==> config.mk <==
export PLATFORM = sky130hd
export DESIGN_NAME = cnt_hold_mod
export DESIGN_NICKNAME = d
export VERILOG_FILES = /design/src/rtl/cnt_pkg.sv /design/src/rtl/cnt_hold_timer.sv /design/src/rtl/cnt_hold_mod.sv
export SDC_FILE = /design/constraint.sdc
export NUM_CORES = 1
export LEC_CHECK = 0
export ABC_CLOCK_PERIOD_IN_PS = 1500
export BUFFER_PORTS_ARGS = -buffer_cell sky130_fd_sc_hd__buf_2
export CAP_MARGIN = 10
export CORE_AREA = 2 2 39 41
export CTS_BUF_LIST = sky130_fd_sc_hd__clkbuf_16
export CTS_CLUSTER_DIAMETER = 30
export DETAILED_ROUTE_END_ITERATION = 12
export DIE_AREA = 0 0 41 43
export PLACE_DENSITY = 0.42
export REMOVE_ABC_BUFFERS = 1
export SLEW_MARGIN = 10
export SYNTH_ARGS = -nofsm -noshare
export SYNTH_HDL_FRONTEND = slang
export SYNTH_SLANG_ARGS = --single-unit
==> constraint.sdc <==
create_clock -name clk -period 1.5 [get_ports clk]
set_clock_uncertainty 0.1 [all_clocks]
set_input_delay 0.075 -clock clk [delete_from_list [all_inputs] [get_ports clk]]
set_output_delay 0.075 -clock clk [all_outputs]
set_load 0.02 [all_outputs]
==> src/rtl/cnt_pkg.sv <==
// Shared constants and elaboration helpers for the cnt_hold_mod counter slice.
package cnt_pkg;

  localparam int unsigned CNT_MODE_FREE = 0;
  localparam int unsigned CNT_MODE_HOLD = 1;

  function automatic int unsigned cnt_clog2(input int unsigned v);
    int unsigned r;
    r = 0;
    while ((longint'(1) << r) < longint'(v)) r = r + 1;
    return r;
  endfunction

  function automatic bit cnt_max_fits(input int unsigned width, input int unsigned max);
    return (width >= 32) || (longint'(max) < (longint'(1) << width));
  endfunction

endpackage

==> src/rtl/cnt_hold_timer.sv <==
// Hold-duration timer: counts enabled hold cycles, flags the last cycle before forced release.
module cnt_hold_timer
  import cnt_pkg::*;
#(
  parameter int unsigned TIMEOUT = 16
) (
  input  logic clk,
  input  logic rst,
  input  logic clr,
  input  logic inc,
  output logic expire
);

  localparam int unsigned       TW   = cnt_clog2(TIMEOUT + 1);
  localparam logic [TW-1:0]     LAST = TW'(TIMEOUT - 1);

  logic [TW-1:0] tmr_q, tmr_d;

  always_comb begin
    tmr_d = tmr_q;
    if (clr) begin
      tmr_d = '0;
    end else if (inc && (tmr_q != LAST)) begin
      tmr_d = tmr_q + TW'(1);
    end
  end

  always_ff @(posedge clk) begin
    if (rst) begin
      tmr_q <= '0;
    end else begin
      tmr_q <= tmr_d;
    end
  end

  assign expire = (tmr_q == LAST);

endmodule

==> src/rtl/cnt_hold_mod.sv <==
// Modulo 0..MAX counter with hold-at-terminal, release code, load and wrap pulse.
// Optional forced release after TIMEOUT hold cycles when CNT_HOLD_TIMEOUT_EN is defined.
module cnt_hold_mod
  import cnt_pkg::*;
#(
  parameter int unsigned WIDTH     = 3,
  parameter int unsigned MAX       = 2,
  parameter int unsigned IN_W      = 4,
  parameter int unsigned REL_CODE  = 3,
  parameter int unsigned HOLD_MODE = 1,
  parameter int unsigned TIMEOUT   = 16
) (
  input  logic             clk,
  input  logic             rst,
  input  logic             en,
  input  logic             load,
  input  logic [WIDTH-1:0] load_val,
  input  logic [IN_W-1:0]  in,
  output logic [WIDTH-1:0] cnt,
  output logic             wrap,
  output logic             holding,
  output logic             timed_out
);

  localparam logic [WIDTH-1:0] MAX_V  = WIDTH'(MAX);
  localparam logic [IN_W-1:0]  REL_V  = IN_W'(REL_CODE);
  localparam bit               HOLD_EN = (HOLD_MODE == CNT_MODE_HOLD);

  if (!cnt_max_fits(WIDTH, MAX)) begin : g_bad_cfg
    $error("cnt_hold_mod: MAX must be below 2**WIDTH");
  end

  logic [WIDTH-1:0] cnt_q, cnt_d;
  logic             wrap_q, wrap_d;
  logic             at_max;
  logic             rel_hit;
  logic [WIDTH-1:0] load_sat;

  assign at_max   = (cnt_q == MAX_V);
  assign rel_hit  = (in == REL_V);
  assign load_sat = (load_val > MAX_V) ? MAX_V : load_val;

`ifdef CNT_HOLD_TIMEOUT_EN
  logic to_q, to_d;
  logic tmr_clr, tmr_inc, tmr_expire;

  cnt_hold_timer #(
    .TIMEOUT (TIMEOUT)
  ) u_timer (
    .clk    (clk),
    .rst    (rst),
    .clr    (tmr_clr),
    .inc    (tmr_inc),
    .expire (tmr_expire)
  );
`endif

  always_comb begin
    cnt_d  = cnt_q;
    wrap_d = 1'b0;
`ifdef CNT_HOLD_TIMEOUT_EN
    to_d    = 1'b0;
    tmr_clr = 1'b0;
    tmr_inc = 1'b0;
`endif
    if (load) begin
      cnt_d = load_sat;
`ifdef CNT_HOLD_TIMEOUT_EN
      tmr_clr = 1'b1;
`endif
    end else if (en) begin
      if (!at_max) begin
        cnt_d = cnt_q + WIDTH'(1);
      end else if (!HOLD_EN || rel_hit) begin
        cnt_d  = '0;
        wrap_d = 1'b1;
`ifdef CNT_HOLD_TIMEOUT_EN
        tmr_clr = 1'b1;
`endif
      end
`ifdef CNT_HOLD_TIMEOUT_EN
      // Release code outranks expiry, so expiry is only reached without it.
      else if (tmr_expire) begin
        cnt_d   = '0;
        wrap_d  = 1'b1;
        to_d    = 1'b1;
        tmr_clr = 1'b1;
      end else begin
        tmr_inc = 1'b1;
      end
`endif
    end
  end

  always_ff @(posedge clk) begin
    if (rst) begin
      cnt_q  <= '0;
      wrap_q <= 1'b0;
`ifdef CNT_HOLD_TIMEOUT_EN
      to_q   <= 1'b0;
`endif
    end else begin
      cnt_q  <= cnt_d;
      wrap_q <= wrap_d;
`ifdef CNT_HOLD_TIMEOUT_EN
      to_q   <= to_d;
`endif
    end
  end

  assign cnt     = cnt_q;
  assign wrap    = wrap_q;
  assign holding = HOLD_EN && at_max;
`ifdef CNT_HOLD_TIMEOUT_EN
  assign timed_out = to_q;
`else
  assign timed_out = 1'b0;
`endif

endmodule

Word-level counts from Yosys, hierarchy flattened --
Index checks and enable logic that the tools add are counted.
Storage, ports and cells: register bits 4, input bits 11, output and inout bits 6, logic and storage cells 18
Operators by class: add/subtract/negate cells 1, $lt $le $gt $ge 1, equality and inequality tests 3, mux-type cells 6, bitwise gates (word level) 2, reductions and logical operators 3
Operators with widths (number):
- 3-bit 2-to-1 mux | 5
- 4-bit by 2-bit equality test with 1-bit output, second input constant | 1
- 4-bit OR reduction | 1
- 3-bit by 1-bit adder with 3-bit output, second input constant | 1
- 3-bit by 2-bit equality test with 1-bit output, second input constant | 1
- 3-bit by 2-bit > comparator with 1-bit output, second input constant | 1
- 3-bit by 2-bit != test with 1-bit output, second input constant | 1
- 1-bit inverter | 2
- 2-bit AND reduction | 1
- 2-bit nonzero test | 1
- 1-bit 2-to-1 mux | 1

Logic depth before layout (Yosys ltp) --
Gate-level depths: netlist of run 1.
depth after elaboration 5, depth in mapped cells 4, depth with buffers taken out 4

Least setup slack after synthesis of run 1 --
OpenSTA, ideal clock, no wires.
path type reg2reg, start point reg cnt_q[2], in the netlist cnt[2], end point reg cnt_q[1], in the netlist cnt[1], setup time 72 ps, data arrival time 1093 ps, data required time 1328 ps, path slack 235 ps, stages on the path, launching flop included 5, path buffers 0, clock period less this slack 1265 ps, path through dfxtp_1 > nand2b_4 > nor2_4 > a31oi_1 > mux2i_1
On the way: longest elaborated chain between the ends 4, elaborated cells between the ends (all ways) 6, classes of those cells eq/ne: 2; mux: 3; reduce/logical: 1
RTL lines:
- from (decl) | line cnt_hold_mod.sv:33 | logic [WIDTH-1:0] cnt_q, cnt_d;
- from (signal assigned) | line cnt_hold_mod.sv:103 | cnt_q <= cnt_d;
- 3-bit by 2-bit equality test with 1-bit output (*) | line cnt_hold_mod.sv:39 | assign at_max = (cnt_q == MAX_V);
- named net holding | line cnt_hold_mod.sv:21 | output logic holding,
- 3-bit 2-to-1 mux | line cnt_hold_mod.sv:72 | if (!at_max) begin
- 3-bit 2-to-1 mux | line cnt_hold_mod.sv:71 | end else if (en) begin
- 3-bit 2-to-1 mux | line cnt_hold_mod.sv:66 | if (load) begin
Mark *: on every way through the listed nets, which the timed path passes. The rest lies on a longest branch. The select of a mux whose other input is x is not followed. A chain may end at the register's enable or synchronous reset.

Worst setup path after layout of run 1 --
start point reg cnt_q[1], in the netlist cnt[1], end point out holding
On the way: longest elaborated chain between the ends 1
RTL lines (line):
- 3-bit by 2-bit equality test with 1-bit output | cnt_hold_mod.sv:39
- to (decl) | cnt_hold_mod.sv:21
No other way between the ends.

==> results.yml, run 1 <==
min_path:
  holdCritPathClass: "in -> reg"
critical_path:
  critical-path-top-delay-family: "flip-flops"
  timing.critical_path.required_ns: 1.32
  timing.critical_path.buf_inv: 1
  cp_slowest_stage_delay_ns: 0.44
  timing.critical_path.from_type: "flip-flop"
  worst-path-max-fanout: 6
  slowest_stage: "dfxtp_1"
  crit_chain: "nand2b_4, nor2_4, buf_2"
  worstPathArrival_ns: 1.02
  timing.setup.critical_path_class: "reg -> out"
  critical_path.endpoint_type: "primary output"
layout:
  area_growth_syn_to_layout_pct: 70.05
  nets: 63
  drive_gt1_frac: 0.4200
  fin_area_sq_um: 419.2
  seq_area_sq_um: 80.08
  num-fill-cells: 148
  num_antenna_cells: 0
  multiInputGateArea_sq_um: 151.4
cts:
  cts_made_buffers: 3
  clk_pin_slew_worst_paths_ns: 0.03
  clock_tree.htree_level_count: 1
  clock_latency_at_the_later_pin_of_the_worst_skew_pair_ns: 0.22
  cts_tree: "done"
  cts-root-to-sink-buffers: 2
  cts-root-buf: "clkbuf_16"
  count_of_instances_resized_after_the_clock_tree_is_built: 0
  clkSinkCount: 4
grt:
  grt_first_pass_wirelength_um: 993
  grt.met2_usage: 0.1313
  grtUsageMet3: 0.01571
  grt_overflow_total: 0
  grt-busiest-layer: "met2"
  via_count_of_the_first_global_routing_pass: 253
  grt_antenna_before_repair: 0
  groute.layer.met1.usage: 0.08682
  grt_max_degree: 8
  grt_util_all_layers: 0.08735
floorplan:
  die_width_um: 41
  fp-row-count: 14
  core_area_sq_um: 1384
  die_area_sq_um: 1763
  chipHeight_um: 43
  io_pins: 17
  initial_utilization: 0.1781
synth:
  synth_cells: 32
  synthDistinctLibCells: 19
  ys_seq_elements: 4
  synth_enable_flop_cells: 0
  synth_ff_type: "dfxtp_1"
  asyncSetResetFlopFracSynth: 0
  yosysWarningCount: 0
  synth.yosys.seq_area_share: 0.3249
  synth_area_per_inst_sq_um: 7.703
  netlist_area_sq_um: 246.5
power:
  worst_supply_voltage_drop_on_vdd_mv: 1.021
  switching_share: 0.1975
  leakage_uw: 0.0001998
  power_frac_seq: 0.198
  p_sw_uw: 118.6
  pwrdens_nw_per_um2: 1433
  power_frac_clock: 0.692
  power.combinational.fraction: 0.110
  cellInternalPower_uw: 482.0
timing:
  rsz_0062_raised_after_global_routing: "false"
  fmax_mhz: 839.7
  tns_ns: 0
  min_period_ns: 1.191
  setup_viol_count_final: 0
  final_max_slew_viol_count: 0
  hold_viol: 0
  final_min_period_over_clock_period: 0.7940
drt:
  route.detailed.drc: 0
  dr_total_vias: 274
  detailedRoute.firstIterationViolations: 3
  postRouteWirelength_um: 627
  vias_per_cell: 4.152
  routed_wire_length_per_instance_um: 9.500
  antenna_left: 0
  drt_pass1_iterations: 4
placement:
  dp_hpwl_um: 487.2
  globalplace.congestion: 0.7279
  port_buffers: 15
  place_area_sq_um: 334.1
outcome:
  status: "completed"
run:
  cap_viol_max_count: 0
-- timing repair --
action,CTS,global route
setup endpoints to repair,0,0
buffers inserted,0,0
hold endpoints to repair,2,0
hold buffers,1,0
-- power by group through the flow --
| stage | sequential (uW) | combinational [uW] | clock (uW) |
|---|---|---|---|
| after floorplan | 125 | 31.1 | 0 |
| after detailed placement | 120 | 64.6 | 0 |
| after CTS | 119 | 66.7 | 423 |
| final | 119 | 65.9 | 416 |
| after global routing | 120 | 73.0 | 425 |
| after global placement | 121 | 65.0 | 0 |
-- synth_stat cells, types with 2 or more instances --
cell,number,area (sq um)
dfxtp_1,4,80.08
inv_1,2,7.510
nand3_1,5,25.02
a21oi_1,2,10.01
nor2_1,5,18.77
-- cell type report --
type | instances | share of cell area
multi-input cells | 25 | 0.3612
clock buffers | 3 | 0.1791
well taps | 16 | 0.04776
repair buffers | 16 | 0.2030
flip-flops and latches | 4 | 0.1910
inverters | 2 | 0.01791
-- cells in the final DEF (no fill, tap or decap) --
cell	instances
and3_2	1
xor2_1	1
nand3_1	5
mux2i_1	1
clkbuf_16	3
conb_1	1
nor2_4	1
o21ai_0	1
nand2b_4	1
nor3_1	1
or2b_1	1
nand2b_1	1
dlygate4sd3_1	1
a31oi_1	1
buf_2	15
o21ai_1	1
nor2_1	5
a21oi_1	2
inv_1	2
a21o_1	1
dfxtp_1	4
-- final timing paths --
check | startpoint | endpoint | slack, ns | cells after the start
hold / removal | load_val[0] | cnt[0] | 0.01 | 3
setup reg to reg | cnt[2] | cnt[1] | 0.34 | 4
setup / recovery | cnt[1] | holding | 0.31 | 3
hold reg to reg | cnt[2] | cnt[2] | 0.48 | 2
-- metal layers --
metal	up-vias	share of wire
li1	142	-
met1	122	0.40
met2	8	0.53
met3	2	0.024
met4	0	0.043
met5	-	0
-- registers in the layout, summed over array words and instances (netlist names) --
signal and flops:
wrap 1, cnt 3
-- metrics by stage --
step	worst slack, ns	utilization	hold WS [ns]	total power, uW	std cells
floorplan	0.2355	-	0.04407	155.9	31
global route	0.2541	0.3029	0.03051	618.0	66
global placement	0.3671	0.2414	0.2141	185.5	62
CTS	0.3127	0.3029	0.01672	608.9	66
finish	0.3090	0.3029	0.01260	600.6	66
detailed placement	0.3271	0.2414	0.2206	184.7	62
-- cells by family (layout without fill, tap and decap cells) --
group                     Yosys count  after routing  synth area share
AOI/OAI and AO/OA                   6              6            0.1370
xor gates and xnor gates            1              1           0.03554
DFF                                 4              4            0.3249
other                               1              1           0.01521
buffers and inverters               3             21           0.06094
muxes                               1              1           0.04061
and+or+nand+nor                    16             16            0.3858
-- worst reg2reg max path, cell delays in order, from the launching register on --
cell and delay, ns:
dfxtp_1 0.36, nand2b_4 0.16, nor2_4 0.04, a31oi_1 0.20
mux2i_1 0.22
No activity file was read; power rests on OpenSTA's default activity.
==> inputs of run 2 (changes only) <==
ABC_CLOCK_PERIOD_IN_PS = 1200   (was 1500)
clock period = 1.2 ns   (was 1.5 ns; I/O delays follow)
==> run 2 against run 1 <==
  * Sequential share of layout area shrank 0.53 points
  * Global-route usage grew 1.4 points
  * Setup slack lost 0.26 ns
  * Largest cell class unchanged
  * Largest power group unchanged
  * Critical endpoint unchanged
  * Flip-flop and latch count is the same
  * Critical path type unchanged
==> results.yml, run 2 (same netlist as run 1, synthesis figures left out) <==
critical_path:
  timing.critical_path.from_type: "flip-flop"
  worstSetupStartpoint: "cnt[0]"
  worstPathArrival_ns: 0.99
  critical-path-top-delay-family: "flip-flops"
  critical_path.endpoint_type: "primary output"
  timing.rr.start: "cnt[0]"
  timing.critical_path.buf_inv: 2
  cp_slowest_stage_delay_ns: 0.33
  crit_chain: "buf_4, nor2_4, buf_2"
  timing.critical_path.required_ns: 1.04
  worst-path-max-fanout: 5
  timing.setup.critical_path_class: "reg -> out"
  slowest_stage: "dfxtp_1"
timing:
  timing.hold.ws_ns: 0.01792
  setup_viol_count_final: 0
  final_min_period_over_clock_period: 0.9558
  hold_viol: 0
  final_max_slew_viol_count: 0
  rsz_0062_raised_after_global_routing: "false"
  min_period_ns: 1.147
  fmax_mhz: 871.9
layout:
  drive_gt1_frac: 0.4423
  max_reg_flops: 3
  num-fill-cells: 154
  area_growth_syn_to_layout_pct: 77.67
  post-route-util: 0.3165
  layout_commonest_cell: "buf_2"
  final_cell_mix: "buf_2, nor2_1, nand3_1"
  nets: 65
  num_antenna_cells: 0
  fin_area_sq_um: 437.9
drt:
  postRouteWirelength_um: 670
  dr_total_vias: 273
  antenna_left: 0
  drt_pass1_iterations: 2
  detailedRoute.firstIterationViolations: 1
  route.detailed.drc: 0
  vias_per_cell: 4.015
  routed_wire_length_per_instance_um: 9.853
power:
  switching_share: 0.1939
  pwrdens_nw_per_um2: 1721
  p_sw_uw: 146.1
  power_frac_seq: 0.198
  leakage_uw: 0.0002096
  power.combinational.fraction: 0.118
  power_frac_clock: 0.684
  worst_supply_voltage_drop_on_vdd_mv: 0.9529
  cellInternalPower_uw: 607.5
grt:
  via_count_of_the_first_global_routing_pass: 273
  grt_antenna_before_repair: 0
  grt_util_all_layers: 0.1013
  grt_overflow_total: 0
  grt_first_pass_wirelength_um: 1152
  grt_max_degree: 8
cts:
  clock_tree.htree_level_count: 1
  cts_tree: "done"
  clock_latency_at_the_later_pin_of_the_worst_skew_pair_ns: 0.22
  postCtsSetupBuffers: 0
  cts-root-buf: "clkbuf_16"
  clkSinkCount: 4
  cts_made_buffers: 3
  clk_pin_slew_worst_paths_ns: 0.03
  cts-root-to-sink-buffers: 2
outcome:
  status: "completed"
floorplan:
  die_width_um: 41
  initial_utilization: 0.1781
  die_area_sq_um: 1763
  fp-row-count: 14
  core_area_sq_um: 1384
  io_pins: 17
  chipHeight_um: 43
min_path:
  holdCritStartpoint: "load"
  holdCritPathClass: "in -> reg"
placement:
  globalplace.congestion: 0.7251
  place_area_sq_um: 341.6
  port_buffers: 15
  dp_hpwl_um: 520.7
run:
  cap_viol_max_count: 0
-- run 2: area by class of cell --
type | count | area (sq um) | area share
Inverter | 2 | 7.507 | 0.01714
Clock buffer | 3 | 75.07 | 0.1714
Multi-Input combinational cell | 25 | 151.4 | 0.3457
Sequential cell | 4 | 81.33 | 0.1857
Timing Repair Buffer | 18 | 102.6 | 0.2343
Tap cell | 16 | 20.02 | 0.04571
-- run 2: repair_timing --
item                                   4_1_cts  5_1_grt
hold buffers                                 2        0
gates resized for setup                      0        1
setup endpoints to repair                    0        1
endpoints found under the hold margin        2        0
-- run 2: metal layers --
layer,up-vias,track usage,share of wire
met5,-,0,0
li1,147,-,-
met4,0,0.08000,0.028
met3,2,0.04712,0.033
met1,117,0.1154,0.43
met2,7,0.1375,0.51
-- run 2: stage by stage --
stage / worst slack (ns) / total power, uW / setup TNS, ns / instances
final: 0.05304 / 753.6 / 0 / 68
after global routing: 0.0004370 / 784.3 / 0 / 68
after CTS: 0.02248 / 762.9 / 0 / 68
after detailed placement: 0.09833 / 233.6 / 0 / 63
after global placement: 0.09597 / 234.2 / 0 / 63
after floorplan: -0.06451 / 194.8 / -0.06451 / 31
-- run 2: power by group through the flow --
stage               registers, uW  clock network, uW  logic [uW]
detailed placement            149                  0        84.2
floorplan                     156                  0        38.9
CTS                           148                526        89.5
global placement              150                  0        84.6
global route                  150                536        98.4
finish                        149                516        89.0
-- run 2: final timing paths --
path              to  slack (ns)  depth (start not counted)
min reg2reg   cnt[2]        0.48                          2
max reg2reg   cnt[1]        0.09                          4
min           cnt[2]        0.02                          2
max          holding        0.05                          3
-- run 2: worst reg2reg max path, delay by kind of cell (launching register included) --
kind | cells | cell delay, ns
flops | 1 | 0.38
compound gates | 1 | 0.19
mux | 1 | 0.19
buf+inv | 1 | 0.14
simple gates | 1 | 0.04
